===== src/rtl/alu_pkg.sv =====
`default_nettype none
// ============================================================================
//  Module   : alu_pkg
//  Purpose  : Shared types for the ALU issue stage: ALU function codes,
//             RV32I opcodes, issue-buffer states and the issue entry record.
//  Revision : 1.0 - initial release
// ============================================================================
package alu_pkg;

  localparam int unsigned c_XLEN = 32;

  // ALU function codes as consumed by the execute stage
  typedef enum logic [4:0] {
    ALU_NONE = 5'd0,
    ALU_ADD  = 5'd1,
    ALU_SUB  = 5'd2,
    ALU_SLL  = 5'd3,
    ALU_SRL  = 5'd4,
    ALU_SRA  = 5'd5,
    ALU_SEQ  = 5'd6,
    ALU_SLT  = 5'd7,
    ALU_SLTU = 5'd8,
    ALU_XOR  = 5'd9,
    ALU_OR   = 5'd10,
    ALU_AND  = 5'd11
  } alu_op_e;

  // RV32I major opcodes handled by the decoder
  localparam logic [6:0] c_OPC_OP     = 7'h33;
  localparam logic [6:0] c_OPC_OP_IMM = 7'h13;
  localparam logic [6:0] c_OPC_LUI    = 7'h37;
  localparam logic [6:0] c_OPC_AUIPC  = 7'h17;
  localparam logic [6:0] c_OPC_LOAD   = 7'h03;
  localparam logic [6:0] c_OPC_STORE  = 7'h23;
  localparam logic [6:0] c_OPC_BRANCH = 7'h63;

  // Occupancy of the issue buffer
  typedef enum logic [1:0] {
    EMPTY = 2'd0,
    ONE   = 2'd1,
    FULL  = 2'd2
  } issue_state_e;

  typedef struct packed {
    alu_op_e           alu_function;
    logic [c_XLEN-1:0] operand_a;
    logic [c_XLEN-1:0] operand_b;
    logic [4:0]        rd;
    logic              is_branch;
    logic              branch_on_zero;
    logic              illegal;
  } issue_entry_t;

  localparam issue_entry_t c_ENTRY_ZERO = '{
    alu_function: ALU_NONE, operand_a: '0, operand_b: '0, rd: 5'd0,
    is_branch: 1'b0, branch_on_zero: 1'b0, illegal: 1'b0};

  localparam issue_entry_t c_ENTRY_ILLEGAL = '{
    alu_function: ALU_NONE, operand_a: '0, operand_b: '0, rd: 5'd0,
    is_branch: 1'b0, branch_on_zero: 1'b0, illegal: 1'b1};

  // Sign-extend a 12-bit immediate to the data width
  function automatic logic [c_XLEN-1:0] sext12(input logic [11:0] imm);
    return {{(c_XLEN-12){imm[11]}}, imm};
  endfunction

endpackage
`default_nettype wire


===== src/rtl/alu_decoder.sv =====
`default_nettype none
// ============================================================================
//  Module   : alu_decoder
//  Purpose  : Combinational RV32I decode of one instruction into an issue
//             entry (ALU function, conditioned operands, rd, branch sense).
//             Unsupported encodings yield an all-zero entry flagged illegal.
//  Revision : 1.0 - initial release
// ============================================================================
module alu_decoder
  import alu_pkg::*;
(
  input  logic [31:0]  instr,
  input  logic [31:0]  pc,
  input  logic [31:0]  rs1_data,
  input  logic [31:0]  rs2_data,
  output issue_entry_t entry
);

  logic [6:0]   w_opcode;
  logic [2:0]   w_funct3;
  logic [6:0]   w_funct7;
  logic [4:0]   w_rd;
  logic [31:0]  w_imm_i;
  logic [31:0]  w_imm_s;
  logic [31:0]  w_imm_u;
  logic [31:0]  w_shamt;
  issue_entry_t w_dec;
  logic         w_legal;

  assign w_opcode = instr[6:0];
  assign w_funct3 = instr[14:12];
  assign w_funct7 = instr[31:25];
  assign w_rd     = instr[11:7];
  assign w_imm_i  = sext12(instr[31:20]);
  assign w_imm_s  = sext12({instr[31:25], instr[11:7]});
  assign w_imm_u  = {instr[31:12], 12'h000};
  assign w_shamt  = {27'd0, instr[24:20]};

  // Opcode/funct decode; any unrecognised field combination clears w_legal
  always_comb begin
    w_dec   = c_ENTRY_ZERO;
    w_legal = 1'b1;
    case (w_opcode)
      c_OPC_OP: begin
        w_dec.operand_a = rs1_data;
        w_dec.operand_b = rs2_data;
        w_dec.rd        = w_rd;
        if (w_funct7 == 7'h00) begin
          case (w_funct3)
            3'd0:    w_dec.alu_function = ALU_ADD;
            3'd1:    w_dec.alu_function = ALU_SLL;
            3'd2:    w_dec.alu_function = ALU_SLT;
            3'd3:    w_dec.alu_function = ALU_SLTU;
            3'd4:    w_dec.alu_function = ALU_XOR;
            3'd5:    w_dec.alu_function = ALU_SRL;
            3'd6:    w_dec.alu_function = ALU_OR;
            default: w_dec.alu_function = ALU_AND;
          endcase
        end else if (w_funct7 == 7'h20 && w_funct3 == 3'd0) begin
          w_dec.alu_function = ALU_SUB;
        end else if (w_funct7 == 7'h20 && w_funct3 == 3'd5) begin
          w_dec.alu_function = ALU_SRA;
        end else begin
          w_legal = 1'b0;
        end
        // Register shifts only honour the low five bits of rs2
        if (w_funct3 == 3'd1 || w_funct3 == 3'd5) begin
          w_dec.operand_b = {27'd0, rs2_data[4:0]};
        end
      end
      c_OPC_OP_IMM: begin
        w_dec.operand_a = rs1_data;
        w_dec.operand_b = w_imm_i;
        w_dec.rd        = w_rd;
        case (w_funct3)
          3'd0: w_dec.alu_function = ALU_ADD;
          3'd2: w_dec.alu_function = ALU_SLT;
          3'd3: w_dec.alu_function = ALU_SLTU;
          3'd4: w_dec.alu_function = ALU_XOR;
          3'd6: w_dec.alu_function = ALU_OR;
          3'd7: w_dec.alu_function = ALU_AND;
          3'd1: begin
            w_dec.operand_b    = w_shamt;
            w_dec.alu_function = ALU_SLL;
            w_legal            = (w_funct7 == 7'h00);
          end
          default: begin
            w_dec.operand_b = w_shamt;
            if (w_funct7 == 7'h00) begin
              w_dec.alu_function = ALU_SRL;
            end else if (w_funct7 == 7'h20) begin
              w_dec.alu_function = ALU_SRA;
            end else begin
              w_legal = 1'b0;
            end
          end
        endcase
      end
      c_OPC_LUI: begin
        w_dec.alu_function = ALU_ADD;
        w_dec.operand_b    = w_imm_u;
        w_dec.rd           = w_rd;
      end
      c_OPC_AUIPC: begin
        w_dec.alu_function = ALU_ADD;
        w_dec.operand_a    = pc;
        w_dec.operand_b    = w_imm_u;
        w_dec.rd           = w_rd;
      end
      c_OPC_LOAD: begin
        w_dec.alu_function = ALU_ADD;
        w_dec.operand_a    = rs1_data;
        w_dec.operand_b    = w_imm_i;
        w_dec.rd           = w_rd;
        // LB/LH/LW/LBU/LHU only
        w_legal = (w_funct3 != 3'd3) && (w_funct3 != 3'd6) && (w_funct3 != 3'd7);
      end
      c_OPC_STORE: begin
        w_dec.alu_function = ALU_ADD;
        w_dec.operand_a    = rs1_data;
        w_dec.operand_b    = w_imm_s;
        // SB/SH/SW only
        w_legal = (w_funct3 <= 3'd2);
      end
      c_OPC_BRANCH: begin
        w_dec.operand_a = rs1_data;
        w_dec.operand_b = rs2_data;
        w_dec.is_branch = 1'b1;
        // on_zero inverts the sense for BEQ/BGE/BGEU relative to the ALU result
        case (w_funct3)
          3'd0: begin w_dec.alu_function = ALU_SUB;  w_dec.branch_on_zero = 1'b1; end
          3'd1: begin w_dec.alu_function = ALU_SUB;  w_dec.branch_on_zero = 1'b0; end
          3'd4: begin w_dec.alu_function = ALU_SLT;  w_dec.branch_on_zero = 1'b0; end
          3'd5: begin w_dec.alu_function = ALU_SLT;  w_dec.branch_on_zero = 1'b1; end
          3'd6: begin w_dec.alu_function = ALU_SLTU; w_dec.branch_on_zero = 1'b0; end
          3'd7: begin w_dec.alu_function = ALU_SLTU; w_dec.branch_on_zero = 1'b1; end
          default: w_legal = 1'b0;
        endcase
      end
      default: w_legal = 1'b0;
    endcase
  end

  assign entry = w_legal ? w_dec : c_ENTRY_ILLEGAL;

endmodule
`default_nettype wire


===== src/rtl/alu_issue_stage.sv =====
`default_nettype none
// ============================================================================
//  Module   : alu_issue_stage
//  Purpose  : Decode-and-issue stage feeding the execute ALU. Decodes one
//             RV32I instruction per cycle and registers the issue entry
//             behind a valid/ready handshake with one cycle of latency.
//  Config   : ALU_ISSUE_SKID_EN - when defined, a two-entry skid buffer with
//             a registered in_ready; otherwise a single entry register with
//             in_ready = !out_valid || out_ready.
//  Revision : 1.0 - initial release
// ============================================================================
module alu_issue_stage
  import alu_pkg::*;
#(
  parameter int unsigned XLEN = 32
) (
  input  logic            clk,
  input  logic            rst_n,
  input  logic            flush,
  input  logic            in_valid,
  output logic            in_ready,
  input  logic [31:0]     in_instr,
  input  logic [XLEN-1:0] in_pc,
  input  logic [XLEN-1:0] in_rs1_data,
  input  logic [XLEN-1:0] in_rs2_data,
  output logic            out_valid,
  input  logic            out_ready,
  output logic [4:0]      out_alu_function,
  output logic [XLEN-1:0] out_operand_a,
  output logic [XLEN-1:0] out_operand_b,
  output logic [4:0]      out_rd,
  output logic            out_is_branch,
  output logic            out_branch_on_zero,
  output logic            out_illegal
);

  issue_entry_t w_dec;
  issue_state_e r_state;
  issue_state_e w_state_nxt;
  issue_entry_t r_main;
  logic         w_accept;
  logic         w_load_main;

  alu_decoder u_decoder (
    .instr    (in_instr),
    .pc       (in_pc),
    .rs1_data (in_rs1_data),
    .rs2_data (in_rs2_data),
    .entry    (w_dec)
  );

  assign out_valid = (r_state != EMPTY);

`ifdef ALU_ISSUE_SKID_EN
  issue_entry_t r_skid;
  logic         r_in_ready;
  logic         w_load_skid;
  logic         w_skid_to_main;

  // Ready comes from a flop so out_ready never reaches in_ready combinationally
  assign in_ready = r_in_ready;
`else
  assign in_ready = !out_valid || out_ready;
`endif

  assign w_accept = in_valid && in_ready;

  // Next-state and buffer load controls; flush overrides everything
  always_comb begin
    w_state_nxt = r_state;
    w_load_main = 1'b0;
`ifdef ALU_ISSUE_SKID_EN
    w_load_skid    = 1'b0;
    w_skid_to_main = 1'b0;
`endif
    if (flush) begin
      w_state_nxt = EMPTY;
    end else begin
      case (r_state)
        EMPTY: begin
          if (w_accept) begin
            w_load_main = 1'b1;
            w_state_nxt = ONE;
          end
        end
        ONE: begin
          if (w_accept && out_ready) begin
            w_load_main = 1'b1;
          end
`ifdef ALU_ISSUE_SKID_EN
          else if (w_accept) begin
            w_load_skid = 1'b1;
            w_state_nxt = FULL;
          end
`endif
          else if (out_ready) begin
            w_state_nxt = EMPTY;
          end
        end
`ifdef ALU_ISSUE_SKID_EN
        FULL: begin
          if (out_ready) begin
            w_skid_to_main = 1'b1;
            w_state_nxt    = ONE;
          end
        end
`endif
        default: w_state_nxt = EMPTY;
      endcase
    end
  end

  // Buffer state register
  always_ff @(posedge clk or negedge rst_n) begin
    if (!rst_n) begin
      r_state <= EMPTY;
    end else begin
      r_state <= w_state_nxt;
    end
  end

  // Main (output-facing) entry register
  always_ff @(posedge clk or negedge rst_n) begin
    if (!rst_n) begin
      r_main <= c_ENTRY_ZERO;
    end else if (w_load_main) begin
      r_main <= w_dec;
    end
`ifdef ALU_ISSUE_SKID_EN
    else if (w_skid_to_main) begin
      r_main <= r_skid;
    end
`endif
  end

`ifdef ALU_ISSUE_SKID_EN
  // Skid entry captured when the main entry is stalled, plus registered ready
  always_ff @(posedge clk or negedge rst_n) begin
    if (!rst_n) begin
      r_skid     <= c_ENTRY_ZERO;
      r_in_ready <= 1'b1;
    end else begin
      if (w_load_skid) begin
        r_skid <= w_dec;
      end
      r_in_ready <= (w_state_nxt != FULL);
    end
  end
`endif

  assign out_alu_function   = r_main.alu_function;
  assign out_operand_a      = r_main.operand_a;
  assign out_operand_b      = r_main.operand_b;
  assign out_rd             = r_main.rd;
  assign out_is_branch      = r_main.is_branch;
  assign out_branch_on_zero = r_main.branch_on_zero;
  assign out_illegal        = r_main.illegal;

endmodule
`default_nettype wire


===== config.mk =====
export PLATFORM = sky130hd
export DESIGN_NAME = alu_issue_stage
export DESIGN_NICKNAME = d
export VERILOG_FILES = /design/src/rtl/alu_pkg.sv /design/src/rtl/alu_decoder.sv /design/src/rtl/alu_issue_stage.sv
export SDC_FILE = /design/constraint.sdc
export NUM_CORES = 1
export LEC_CHECK = 0
export CAP_MARGIN = 20
export CORE_MARGIN = 4
export CORE_UTILIZATION = 40
export CTS_BUF_LIST = sky130_fd_sc_hd__clkbuf_4
export CTS_CLUSTER_SIZE = 14
export DETAILED_ROUTE_END_ITERATION = 12
export PLACE_DENSITY = 0.79
export SLEW_MARGIN = 25
export SYNTH_ARGS = -nofsm -noshare
export SYNTH_HDL_FRONTEND = slang
export SYNTH_HIERARCHICAL = 1
export SYNTH_SLANG_ARGS = --single-unit

===== constraint.sdc =====
create_clock -name clk -period 2.1 [get_ports clk]
set_clock_uncertainty 0.2 [all_clocks]
set_input_delay 0.315 -clock clk [delete_from_list [all_inputs] [get_ports clk]]
set_output_delay 0.315 -clock clk [all_outputs]
set_load 0.01 [all_outputs]

==> flow_summary_export.csv <==
group,metric,value,unit
floorplanning,initial_utilization,40.8,%
final_layout,layout.nets,813,
outcome,status,"finished, violations left",
sta,period_share,100,%
sta,clock.fmax,0.476,GHz
logic_synthesis,synth_nets,561,
logic_synthesis,synth_largest_area_cell,"dfrtp_1",
routing,drc,0,
logic_synthesis,synth_cells,428,
sta,setup_viol,2,
outcome,failed_checks,"setup timing",
setup_path,cp_slowest_cell,"a2111oi_4",
setup_path,cp_top_family,"buffers and inverters",
setup_path,path_buf_inv,5,
grt,grt_pass1_vias,4643,
cts,cts_buffers,9,
setup_path,critPathArrivalTime,2250,ps
cts,tritoncts,"done",
routing,drt_iter0_markers,332,
cts,clkLatencyLatePin,450,ps
setup_path,cp-start-kind,"input pin",
final_layout,drive_gt1_share,29.8,%
sta,min_period,2100,ps
logic_synthesis,synth_top_area_share,44.2,%
logic_synthesis,syn_avg_cell_area,10.3,um2
grt,overflow,0,
final_layout,fillers,806,
cts,cts.htree.levels,3,
routing,antenna_left,0,
place,io_buffers,211,
setup_path,rr_startpoint,"r_state[0]",
setup_path,crit_cells,10,
cts,cts_sinks,78,
place,gp_congestion,0.899,
logic_synthesis,ys.flop_type,"dfrtp_1",
setup_path,critPathKind,"in -> reg",
final_layout,seq_area,1950,um2
routing,dr.pass1.iters,6,
grt,grt_max_degree,48,
min_path,holdCritPathClass,"in -> async",
power_and_ir_drop,peakVddDrop,527,uV
logic_synthesis,synth_edf_count,0,
logic_synthesis,synthTopCellsByArea,"dfrtp_1, mux2_2, a22oi_1",
grt,grt_usage,26.0,%
final_layout,postLayoutCellArea,7870,um2
floorplanning,fp-row-count,38,
routing,wire_per_inst,20.2,um
routing,drt_wl_total,16700,um
logic_synthesis,synth_cell_type_count,40,
logic_synthesis,syn_area,4420,um2
final_layout,multi_input_area,2570,um2
logic_synthesis,synth-seq-cells,78,
place,place_hpwl,12100,um
floorplanning,die_area,12800,um2
power_and_ir_drop,p_leak,0.00326,uW
final_layout,layout_common_cells,"clkdlybuf4s50_1, dfrtp_1, a22oi_1",
floorplanning,die_height,113,um
floorplanning,core-area,10800,um2
setup_path,rrSetupSlack,340,ps
setup_path,timing.rr.end,"out_operand_a[0]",
cts,root_buffer,"clkbuf_4",
floorplanning,die_w,113,um
cts,path_clk_slew,140,ps
routing,route.vias.total,4450,
setup_path,cpPeakStageDelay,310,ps
final_layout,syn2layout_area_growth,78.1,%
grt,antenna_found_initial,2,
place,pre_cts_slack,-702,ps
power_and_ir_drop,powerDensity,453,nW/um2
setup_path,crit_path_end_kind,"flip-flop",
setup_path,reg2reg_depth,5,
logic_synthesis,yosysWarnings,6,
setup_path,required,2250,ps
floorplanning,num_io_pins,212,
place,place_area,7270,um2
setup_path,cp_cell_sequence,"dlygate4sd2_1 > buf_4 > a31oi_1 > a21boi_0 > a2111oi_4 > buf_6 > buf_12 > bufbuf_16 > nor2_1 > mux2_4",
setup_path,path_max_fanout,7,
sta,finalHoldViolations,0,
job,maxCapViolCount,0,
cts,clk_path_buf_depth,2,
logic_synthesis,synth-seq-area-share,44.2,%
final_layout,final_common_cell,"clkdlybuf4s50_1",
grt,grt_pass1_wl,25900,um
logic_synthesis,synthArstFlopShare,100,%
sta,timing.final.ws_setup,-1.02,ps
routing,avgViaCountPerCell,5.39,
sta,rsz0062_at_grt,"true",
sta,report.final.slew_viol_count,0,
==> layout make-up <==
cell class	instances	area share, %
timing repair buffer	280	37.1
multi-input combinational	307	32.7
sequential	78	24.8
tap	140	2.23
clock inverter	6	2.02
clock buffer	9	0.859
inverter	4	0.191
antenna	2	0.0636
==> power by group <==
| part | leakage, uW | switching (uW) | internal (uW) |
|---|---|---|---|
| Sequential | 0.00108 | 3.93 | 1510 |
| Clock | 0.000116 | 568 | 837 |
| Combinational | 0.00206 | 259 | 387 |
| Total | 0.00326 | 831 | 2730 |
==> logic make-up (layout without fill, tap and decap cells) <==
group | count (synthesis) | after routing | synth area share [%]
and+or+nand+nor | 112 | 112 | 12.3
xor gates and xnor gates | 2 | 2 | 0.397
other | 1 | 3 | 0.0849
muxes | 77 | 77 | 19.6
buffers and inverters | 43 | 299 | 5.92
AOI/OAI and AO/OA | 115 | 115 | 17.5
DFF | 78 | 78 | 44.2
==> how the worst max path moves through the flow <==
stage | from | end | slack (ps)
floorplan | in_instr[0] | out_operand_b[25] | -170
global placement | in_instr[25] | out_operand_a[0] | -640
detailed placement | in_instr[25] | out_operand_a[1] | -700
CTS | in_instr[25] | out_operand_a[6] | 1
global route | in_instr[1] | out_operand_b[0] | -20
finish | in_instr[6] | out_operand_a[6] | -1
==> worst register-to-register path, delay by kind of cell, from the launching register on <==
family / cells / cell delay, ps
flip-flops: 1 / 400
AND/OR/NAND/NOR: 2 / 340
multiplexers: 1 / 340
buffers and inverters: 2 / 390
==> metrics by stage <==
step	util, %	total power, uW	setup TNS, ps	std cells	hold WS (ps)
finish	72.6	3570	-1.96	826	119
global route	72.6	3700	-31.4	826	119
CTS	71.9	3590	0	823	110
detailed placement	67.0	2150	-46480	795	89.2
global placement	67.0	2140	-43440	795	75.7
floorplan	-	1730	-9670	428	-181
==> layer usage <==
metal	GRT usage, %	vias to the layer above	wire length (um)
met5	0	-	0
met3	6.95	38	982
met1	32.7	2172	6750
li1	-	2064	-
met4	9.13	0	461
met2	43.4	176	8510
==> registers in the layout (all words and copies together), names as in the netlist <==
name	count
r_state	1
out_is_branch	1
out_illegal	1
out_rd	5
out_operand_a	32
out_operand_b	32
out_alu_function	5
out_branch_on_zero	1
==> synth_stat cells (2+ instances only) <==
cell type,n
nand3_1,6
a31oi_1,5
a22oi_1,57
mux2_1,30
inv_1,4
nand3b_1,2
buf_6,10
a21oi_1,39
and3_1,2
dfrtp_1,78
nor3_1,8
nor2_1,59
nand2b_1,4
buf_2,14
and2_1,2
mux2_2,47
nor2b_1,9
buf_4,2
nand2_1,13
clkbuf_1,12
o21ai_0,6
==> timing repair <==
action	CTS	global route
gates resized for setup	34	35
hold buffers	1	0
setup endpoints to repair	73	45
buffers inserted	8	2
pin swaps	4	4
cloned	5	0
hold endpoints to repair	78	0
Power figures use the tool's default switching activity.
